==> src/rtl/minicpu_pkg.sv <==
// Shared MiniCPU definitions: datapath widths, fetch FSM states, opcode fields.
// Pure declarations, no logic and no latency.
// Imported by the fetch unit and its output register.
package minicpu_pkg;

  // Instruction ROM address width (ROM depth is 2**ADDR_W) and instruction width
  localparam int ADDR_W  = 4;
  localparam int INSTR_W = 8;
  localparam int COUNT_W = 8;

  // Fetch unit control states
  typedef enum logic [1:0] {
    FS_IDLE = 2'd0,
    FS_RUN  = 2'd1,
    FS_DONE = 2'd2
  } fetch_state_e;

  // Opcode field lives in the upper nibble of every instruction
  localparam logic [3:0] OP_NOP   = 4'b0000;
  localparam logic [3:0] OP_LDA   = 4'b0001;
  localparam logic [3:0] OP_LDB   = 4'b0010;
  localparam logic [3:0] OP_ADD   = 4'b0100;
  localparam logic [3:0] OP_STORE = 4'b1000;

  // Extract the opcode field from a raw instruction
  function automatic logic [3:0] opcode_of(input logic [INSTR_W-1:0] instr);
    return instr[INSTR_W-1 -: 4];
  endfunction

endpackage

==> src/rtl/instr_out_reg.sv <==
// Valid/ready output register holding one fetched instruction and its address.
// Latency: a load is visible one cycle later; flush clears valid on the next edge.
// Backpressure: contents hold while valid && !ready; the owner must only load when free.
module instr_out_reg
  import minicpu_pkg::*;
(
  input  logic               clk,
  input  logic               rst,
  input  logic               load_i,
  input  logic               flush_i,
  input  logic               ready_i,
  input  logic [INSTR_W-1:0] instr_i,
  input  logic [ADDR_W-1:0]  pc_i,
  output logic [INSTR_W-1:0] instr_o,
  output logic [ADDR_W-1:0]  pc_o,
  output logic               valid_o
);

  logic [INSTR_W-1:0] instr_q;
  logic [ADDR_W-1:0]  pc_q;
  logic               valid_q;

  // Flush beats load; otherwise a load refills, and an accepted entry with no refill empties
  always_ff @(posedge clk or posedge rst) begin
    if (rst) begin
      instr_q <= '0;
      pc_q    <= '0;
      valid_q <= 1'b0;
    end else if (flush_i) begin
      valid_q <= 1'b0;
    end else if (load_i) begin
      instr_q <= instr_i;
      pc_q    <= pc_i;
      valid_q <= 1'b1;
    end else if (valid_q && ready_i) begin
      valid_q <= 1'b0;
    end
  end

  assign instr_o = instr_q;
  assign pc_o    = pc_q;
  assign valid_o = valid_q;

endmodule

==> src/rtl/instr_fetch.sv <==
// Instruction fetch: owns the PC, addresses the ROM, hands instructions to decode.
// Latency: start -> ROM address next cycle -> instr_valid the cycle after; then 1/cycle.
// Backpressure: instr_valid && !instr_ready freezes PC and output; redirect flushes.
module instr_fetch
  import minicpu_pkg::*;
#(
  parameter int unsigned PC_START = 0,
  parameter int unsigned PC_LAST  = 11,
  parameter bit          WRAP_EN  = 1'b0
) (
  input  logic               clk,
  input  logic               rst,
  input  logic               start,
  output logic [ADDR_W-1:0]  imem_addr,
  input  logic [INSTR_W-1:0] imem_instr,
  output logic [INSTR_W-1:0] instr_out,
  output logic [ADDR_W-1:0]  instr_pc,
  output logic               instr_valid,
  input  logic               instr_ready,
  input  logic               redirect_valid,
  input  logic [ADDR_W-1:0]  redirect_pc,
  output logic               busy,
  output logic               halted,
  output logic [COUNT_W-1:0] fetch_count
);

  localparam logic [ADDR_W-1:0] PC_START_A = ADDR_W'(PC_START);
  localparam logic [ADDR_W-1:0] PC_LAST_A  = ADDR_W'(PC_LAST);

  fetch_state_e       state_q;
  logic [ADDR_W-1:0]  pc_q;
  logic [COUNT_W-1:0] fetch_count_q;
  logic [COUNT_W-1:0] fetch_count_d;
  logic               busy_q;
  logic               halted_q;

  logic xfer;
  logic redirect_en;
  logic capture;

  // A transfer happens whenever the decoder takes a valid instruction, in any state
  assign xfer = instr_valid && instr_ready;

  // Redirect only acts once fetching has been started at least once
  assign redirect_en = redirect_valid && (state_q != FS_IDLE);

  // Capture needs RUN, a free (or draining) output register and no redirect this cycle
  assign capture = (state_q == FS_RUN) && !redirect_valid && (!instr_valid || instr_ready);

  // Saturating transfer counter increment
  always_comb begin
    fetch_count_d = fetch_count_q;
    if (xfer && (fetch_count_q != {COUNT_W{1'b1}})) begin
      fetch_count_d = fetch_count_q + 1'b1;
    end
  end

  // Fetch control FSM: PC sequencing, transfer counting and registered status flags
  always_ff @(posedge clk or posedge rst) begin
    if (rst) begin
      state_q       <= FS_IDLE;
      pc_q          <= PC_START_A;
      fetch_count_q <= '0;
      busy_q        <= 1'b0;
      halted_q      <= 1'b0;
    end else begin
      fetch_count_q <= fetch_count_d;
      case (state_q)
        FS_IDLE: begin
          if (start) begin
            pc_q          <= PC_START_A;
            fetch_count_q <= '0;
            state_q       <= FS_RUN;
            busy_q        <= 1'b1;
            halted_q      <= 1'b0;
          end
        end
        FS_RUN: begin
          if (redirect_en) begin
            pc_q <= redirect_pc;
          end else if (capture) begin
            if (pc_q == PC_LAST_A) begin
              if (WRAP_EN) begin
                pc_q <= PC_START_A;
              end else begin
                // PC parks on the last address; only start or redirect moves it again
                state_q  <= FS_DONE;
                busy_q   <= 1'b0;
                halted_q <= 1'b1;
              end
            end else begin
              pc_q <= pc_q + 1'b1;
            end
          end
        end
        FS_DONE: begin
          // Redirect outranks a simultaneous start; start then restarts the count
          if (redirect_en) begin
            pc_q     <= redirect_pc;
            state_q  <= FS_RUN;
            busy_q   <= 1'b1;
            halted_q <= 1'b0;
          end else if (start) begin
            pc_q          <= PC_START_A;
            fetch_count_q <= '0;
            state_q       <= FS_RUN;
            busy_q        <= 1'b1;
            halted_q      <= 1'b0;
          end
        end
        default: begin
          state_q  <= FS_IDLE;
          busy_q   <= 1'b0;
          halted_q <= 1'b0;
        end
      endcase
    end
  end

  instr_out_reg u_out_reg (
    .clk     (clk),
    .rst     (rst),
    .load_i  (capture),
    .flush_i (redirect_en),
    .ready_i (instr_ready),
    .instr_i (imem_instr),
    .pc_i    (pc_q),
    .instr_o (instr_out),
    .pc_o    (instr_pc),
    .valid_o (instr_valid)
  );

  assign imem_addr   = pc_q;
  assign busy        = busy_q;
  assign halted      = halted_q;
  assign fetch_count = fetch_count_q;

endmodule

==> config.mk <==
export PLATFORM = sky130hd
export DESIGN_NAME = instr_fetch
export DESIGN_NICKNAME = d
export VERILOG_FILES = /design/src/rtl/minicpu_pkg.sv /design/src/rtl/instr_out_reg.sv /design/src/rtl/instr_fetch.sv
export SDC_FILE = /design/constraint.sdc
export NUM_CORES = 1
export LEC_CHECK = 0
export BUFFER_PORTS_ARGS = -buffer_cell sky130_fd_sc_hd__buf_2
export CAP_MARGIN = 30
export CELL_PAD_IN_SITES_DETAIL_PLACEMENT = 0
export CELL_PAD_IN_SITES_GLOBAL_PLACEMENT = 1
export CORE_MARGIN = 1
export CORE_UTILIZATION = 45
export CTS_BUF_LIST = sky130_fd_sc_hd__clkbuf_4
export DETAILED_ROUTE_END_ITERATION = 10
export PLACE_DENSITY_LB_ADDON = 0.25
export RECOVER_POWER = 50
export SLEW_MARGIN = 20
export SYNTH_ARGS = -nofsm -noshare
export SYNTH_HDL_FRONTEND = slang
export SYNTH_SLANG_ARGS = --single-unit
==> constraint.sdc <==
create_clock -name clk -period 4.9 [get_ports clk]
set_input_delay 0.735 -clock clk [delete_from_list [all_inputs] [get_ports clk]]
set_output_delay 0.735 -clock clk [all_outputs]
set_load 0.01 [all_outputs]
### Yosys cells after proc, flatten, opt, wreduce, memory -nomap -nowiden

Index checks and enable logic that the tools add are counted.

| cells by class | value |
|---|---|
| add/sub/neg operators | 2 |
| multiply operators | 0 |
| divide/modulo/power cells | 0 |
| $lt $le $gt $ge | 0 |
| equal/unequal tests | 9 |
| shifts and indexed selects | 0 |
| muxes and demuxes | 31 |
| bitwise gates (word level) | 1 |
| reduce and logical (&&, ||, !) cells | 15 |

Operators with widths:

| cell | number |
|---|---|
| 8-bit 2-to-1 mux | 3 |
| 4-bit 2-to-1 mux | 5 |
| 8-bit one-hot mux with 2 select lines | 1 |
| 1-bit 2-to-1 mux | 13 |
| 4-bit one-hot mux with 3 select lines | 1 |
| 2-bit 2-to-1 mux | 5 |
| 8-bit by 1-bit adder with 8-bit output, second input constant | 1 |
| 8-bit inequality test, second input constant | 1 |
| 3-bit inequality test, second input constant | 2 |
| 1-bit one-hot mux with 3 select lines | 2 |
| 2-bit one-hot mux with 3 select lines | 1 |
| 3-bit AND reduction | 2 |
| 3-bit nonzero test | 2 |
| 1-bit logical AND | 5 |
| 4-bit by 1-bit adder with 4-bit output, second input constant | 1 |
| 4-bit == test, second input constant | 1 |
| 2-bit inequality test, second input constant | 2 |
| 2-bit by 1-bit == test with 1-bit output, second input constant | 1 |
| 2-bit == test, second input constant | 1 |
| 1-bit zero test | 2 |
| 2-bit zero test | 1 |
| 2-bit by 1-bit inequality test with 1-bit output, second input constant | 1 |
| 2-bit AND reduction | 1 |
| 2-bit nonzero test | 1 |
| 2 further kinds | 2 |

| word-level totals | value |
|---|---|
| register bits after elaboration | 29 |
| latch bits | 0 |
| memory bits (writable) | 0 |
| bits in read-only memories | 0 |
| input bits | 17 |
| output and inout bits | 27 |
| word-level logic and storage cells | 66 |
| memories kept | 0 |

### Logic depth before layout (Yosys ltp)

| depth | value |
|---|---|
| word-level depth | 6 |
| mapped depth | 7 |

### By module

A second synthesis with hierarchy kept.

| unflattened totals | value |
|---|---|
| cells, all modules | 140 |
| area, all modules | 1669.1 um^2 |

By module, submodules not included:

| module | times used | cells each | area each (um^2) | seq. area each (um^2) |
|---|---|---|---|---|
| instr_fetch | 1 | 109 | 1118.6 | 400.4 |
| instr_out_reg | 1 | 31 | 550.5 | 325.3 |

### Worst setup path before layout

Ideal clock, no wire load.

| path | value |
|---|---|
| kind | input to register |
| start point | input redirect_valid |
| end point | register u_out_reg.pc_q[3], in the netlist u_out_reg.pc_o[3] |
| library setup time | 0.128 ns |
| arrival | 1.497 ns |
| required time | 4.772 ns |
| path slack | 3.275 ns |
| stages on the path | 4 |
| path through | nand2b_1 > nor2_2 > buf_6 > mux2_1 |

| on the way | value |
|---|---|
| word-level cells in the longest chain between the ends | 4 |
| elaborated cells on any way between the ends | 6 |
| classes of those cells | 1 x bitwise; 5 x reduce/logical |

RTL lines:

| item | line | source |
|---|---|---|
| from (decl) | instr_fetch.sv:20 | `input logic redirect_valid,` |
| 1-bit zero test | instr_fetch.sv:48 | `assign capture = (state_q == FS_RUN) && !redirect_valid && (!instr_valid \|\| instr_ready);` |
| 1-bit logical AND (2 in a row) | instr_fetch.sv:48 |  |
| 2-bit AND reduction (no source line) (*) | n/a |  |
| to (signal assigned) | instr_out_reg.sv:33 | `pc_q <= pc_i;` |
| to (decl) | instr_out_reg.sv:20 | `logic [ADDR_W-1:0] pc_q;` |

Mark *: on every way between the ends. The rest lies on a longest branch, timed or not.
A chain may end at the register's enable or synchronous reset.

### Worst setup path after layout

| path | value |
|---|---|
| start point | register state_q[1] |
| end point | register halted_q, in the netlist halted |

| on the way | value |
|---|---|
| word-level cells in the longest chain between the ends | 5 |
| elaborated cells on any way between the ends | 13 |
| classes of those cells | 5 x eq/ne; 2 x mux; 6 x reduce/logical |

RTL lines:

| item | line | source |
|---|---|---|
| from (decl) | instr_fetch.sv:30 | `fetch_state_e state_q;` |
| from (signal assigned) | instr_fetch.sv:61 | `state_q <= FS_IDLE;` |
| from (signal assigned) | instr_fetch.sv:73 | `state_q <= FS_RUN;` |
| from (signal assigned) | instr_fetch.sv:87 | `state_q <= FS_DONE;` |
| 2-bit by 1-bit == test with 1-bit output | instr_fetch.sv:48, instr_fetch.sv:68 |  |
| 1-bit logical AND (2 in a row) | instr_fetch.sv:48 |  |
| 2-bit inequality test (no source line) | n/a |  |
| 3-bit AND reduction (no source line) | n/a |  |
| to (signal assigned) | instr_fetch.sv:65 | `halted_q <= 1'b0;` |
| to (signal assigned) | instr_fetch.sv:75 | `halted_q <= 1'b0;` |
| to (signal assigned) | instr_fetch.sv:89 | `halted_q <= 1'b1;` |
| to (decl) | instr_fetch.sv:35 | `logic halted_q;` |

Several ways; a longest one is shown, not always the timed one.

==> summary.txt <==
Synth
  • Gate Count Post-Synth: 138
  • Mapped Area: 0.001607 sq mm
  • Simple-gate area share of the yosys netlist: 17.91%
  • Most numerous cell in the Yosys netlist: dfrtp_1
  • Largest cells by area after synthesis: dfrtp_1 45%, mux2_1 7.0%, ha_1 4.7%, nor2_1 2.6%, o2bb2ai_1 2.2%
  • Top cells by count, synth: 29 x dfrtp_1, 11 x nor2_1, 10 x mux2_1, 7 x inv_1, 6 x ha_1
  • Most used DFF post-synth: dfrtp_1
  • Seq cells post-synth: 29
  • Synth area leader: dfrtp_1
  • Synthesis Warnings: 0
  • Largest family of logic cells by synthesized area: simple AND/OR/NAND/NOR gates
  • Synth Area in Compound Gates: 15.73%
  • Syn nets: 161
  • Xor/xnor share of the synthesized area: 1.636%
  • Number of flops mapped to enable cells by yosys: 0
  • Seq/Total Area, Yosys: 45.17%
  • Top-area cell type share of the netlist area: 45.17%
  • Distinct cell type count after synthesis: 46
  • FFs w/ async S/R, synth: 100.0%
  • Adder-cell area share of the yosys netlist: 4.673%
  • Multiplexer area fraction after synthesis: 10.90%
  • Syn avg cell area: 11.64 sq um

Floorplanning
  • Starting Density: 47.40%
  • Top Ports: 44
  • Die X: 61.75 um
  • Die area: 0.003813 sq mm
  • # rows: 21
  • Core area: 0.003390 sq mm
  • Die height: 61.75 um

Critical path
  • Nature of the critical path startpoint: flip-flop
  • Worst r2r src: state_q[1]
  • Depth of the most critical reg-to-reg path: 6
  • Worst Path Class, Setup: flip-flop to flip-flop
  • Cell family with most CP delay: simple AND/OR/NAND/NOR gates
  • Setup crit end kind: flip-flop
  • Critical path required time: 5.15 ns
  • R2R setup slack: 2.82 ns
  • CP max stage delay: 0.52 ns
  • R2R Path End: halted
  • Slowest cell on crit path: nor2_2
  • CP arrival: 2.33 ns
  • Critical Path, Cell by Cell: inv_1 -> ha_1 -> nand2b_1 -> nor2_2 -> nor4b_2 -> a21o_1
  • Bufs and invs on worst path: 1
  • Critical-path maximum fanout: 13

Global route
  • Initial antenna violation count: 0
  • Number of global-route vias before repair: 1,110
  • First-pass GRT wire length: 5.140 mm
  • Total Routing Usage GR: 18.90%
  • Largest net degree at the start of global routing: 17
  • GR Overflow Total: 0

Layout
  • Diode count: 0
  • Final core occ: 56.29%
  • Area of the multi-input gates: 814.5 sq um
  • Nets@finish: 207
  • Layout cells sized above 1: 29.73%
  • Register area: 725.7 sq um
  • Fillers: 308
  • Synthesis-to-layout area growth: 18.77%

CTS
  • Post CTS Setup Buffer Count: 0
  • Root buf cell: clkbuf_4
  • Num CTS Buffers: 5
  • CTS tree: done
  • H-Tree Depth: 2
  • Clock slew at reported path FFs: 0.09 ns
  • Hold buffer count at CTS: 0
  • Post-CTS sizing: 0
  • Worst-Skew Late Latency: 0.32 ns
  • Sink Count: 29
  • Maximum clock path buffer count: 2

Placement
  • RD Place Congestion: 0.7960
  • DP Wirelength: 2.474 mm
  • PortBufs: 43

STA
  • Max Slew Vio Count: 0
  • Clock period minus worst slack: 2.081 ns
  • Hold Vio Cnt, Final: 0
  • Setup total negative slack: 0 ns
  • Slew HR: 46.62%
  • Final setup fails: 0
  • RSZ-0062 raised after global routing: false
  • Least-Margin Pin Slew: 0.8008 ns
  • Layout Skew: 0.01327 ns
  • Final worst path period share: 42.46%
  • Fmax: 480.6 MHz

Detailed routing
  • Vias per inst: 5.359
  • DRT Pass-1 Iters: 4
  • Mean routed wirelength per cell: 14.00 um
  • ANT nets after route: 0
  • Final wirelength: 3.234 mm
  • Detailed-route DRC error count: 0
  • Initial DRC Count: 31
  • Total vias in the final route: 1,238

Worst hold path
  • HP Class: primary input to asynchronous set/reset pin

Power
  • LEAKAGE: 0.9341 nW
  • Power Density: 492.0 mW/mm^2
  • VDD IR max: 0.0002235 V

Outcome
  • Outcome: complete, no violations

Flow run
  • Max-cap viol count: 0
[stage by stage]
step | instance area, sq um | power (mW) | cells | setup WS, ns | hold slack (ns)
detailed placement | 1857 | 0.7694 | 223 | 2.782 | 0.4735
global placement | 1842 | 0.7501 | 222 | 2.846 | 0.4616
floorplan | 1607 | 0.6443 | 138 | 3.275 | 0.5017
finish | 1908 | 0.9388 | 231 | 2.819 | 0.4363
CTS | 1936 | 0.9622 | 231 | 2.804 | 0.4560
global route | 1908 | 1.016 | 231 | 2.644 | 0.4616
[cells by family after synthesis]
family          count (synthesis)
mux                            15
flops                          29
simple gates                   44
buf+inv                        12
xor+xnor                        3
fa+ha+maj                       6
compound gates                 29
[layout make-up]
type / instances / area share (%)
multi-input cells: 97 / 42.69
clock inverters: 2 / 1.770
clock buffers: 6 / 2.361
well taps: 46 / 3.016
repair buffers: 44 / 10.75
inverters: 7 / 1.377
flip-flops and latches: 29 / 38.03
[report_power, final]
part           total [mW]  internal [mW]  switching [mW]
Clock               0.189          0.112          0.0777
Combinational       0.375          0.170           0.205
Sequential          0.374          0.314          0.0605
[sequential cells by signal, indices dropped and copies added (netlist names)]
signal,flops
busy,1
fetch_count,8
halted,1
imem_addr,4
state_q,2
u_out_reg.instr_o,8
u_out_reg.pc_o,4
u_out_reg.valid_o,1
[worst max-delay path by stage]
stage / startpoint / end / slack [ns] / depth (start not counted)
after floorplan: redirect_valid / u_out_reg.pc_o[3] / 3.28 / 4
after global placement: redirect_valid / state_q[1] / 2.85 / 5
after detailed placement: redirect_valid / state_q[1] / 2.78 / 5
after CTS: state_q[1] / halted / 2.80 / 6
after global routing: state_q[1] / halted / 2.64 / 6
final: state_q[1] / halted / 2.82 / 6
[layer usage]
metal | share of wire [%] | GRT usage, %
met1 | 48 | 25.76
met2 | 47 | 29.65
met3 | 4.1 | 4.348
met4 | 1.4 | 6.667
met5 | 0 | 0
[worst register-to-register path, stage by stage (launching register included)]
cell	delay [ns]
dfrtp_1	0.43
inv_1	0.09
ha_1	0.36
nand2b_1	0.14
nor2_2	0.52
nor4b_2	0.36
a21o_1	0.11
[layout by cell type (no fill, tap or decap), drive strengths merged, types with 2 or more instances in the layout]
master,instances
a211oi,2
a21o,2
a21oi,2
a31oi,5
a32oi,3
and3,2
buf,32
clkbuf,18
dfrtp,29
ha,6
inv,7
mux2,14
nand2,4
nand2b,3
nand3,2
nand3b,4
nand4,2
nand4b,3
nor2,12
nor2b,5
nor3,3
o21ai,4
o2bb2ai,4
o31ai,2
xnor2,3
(Power assumes the default switching activity.)
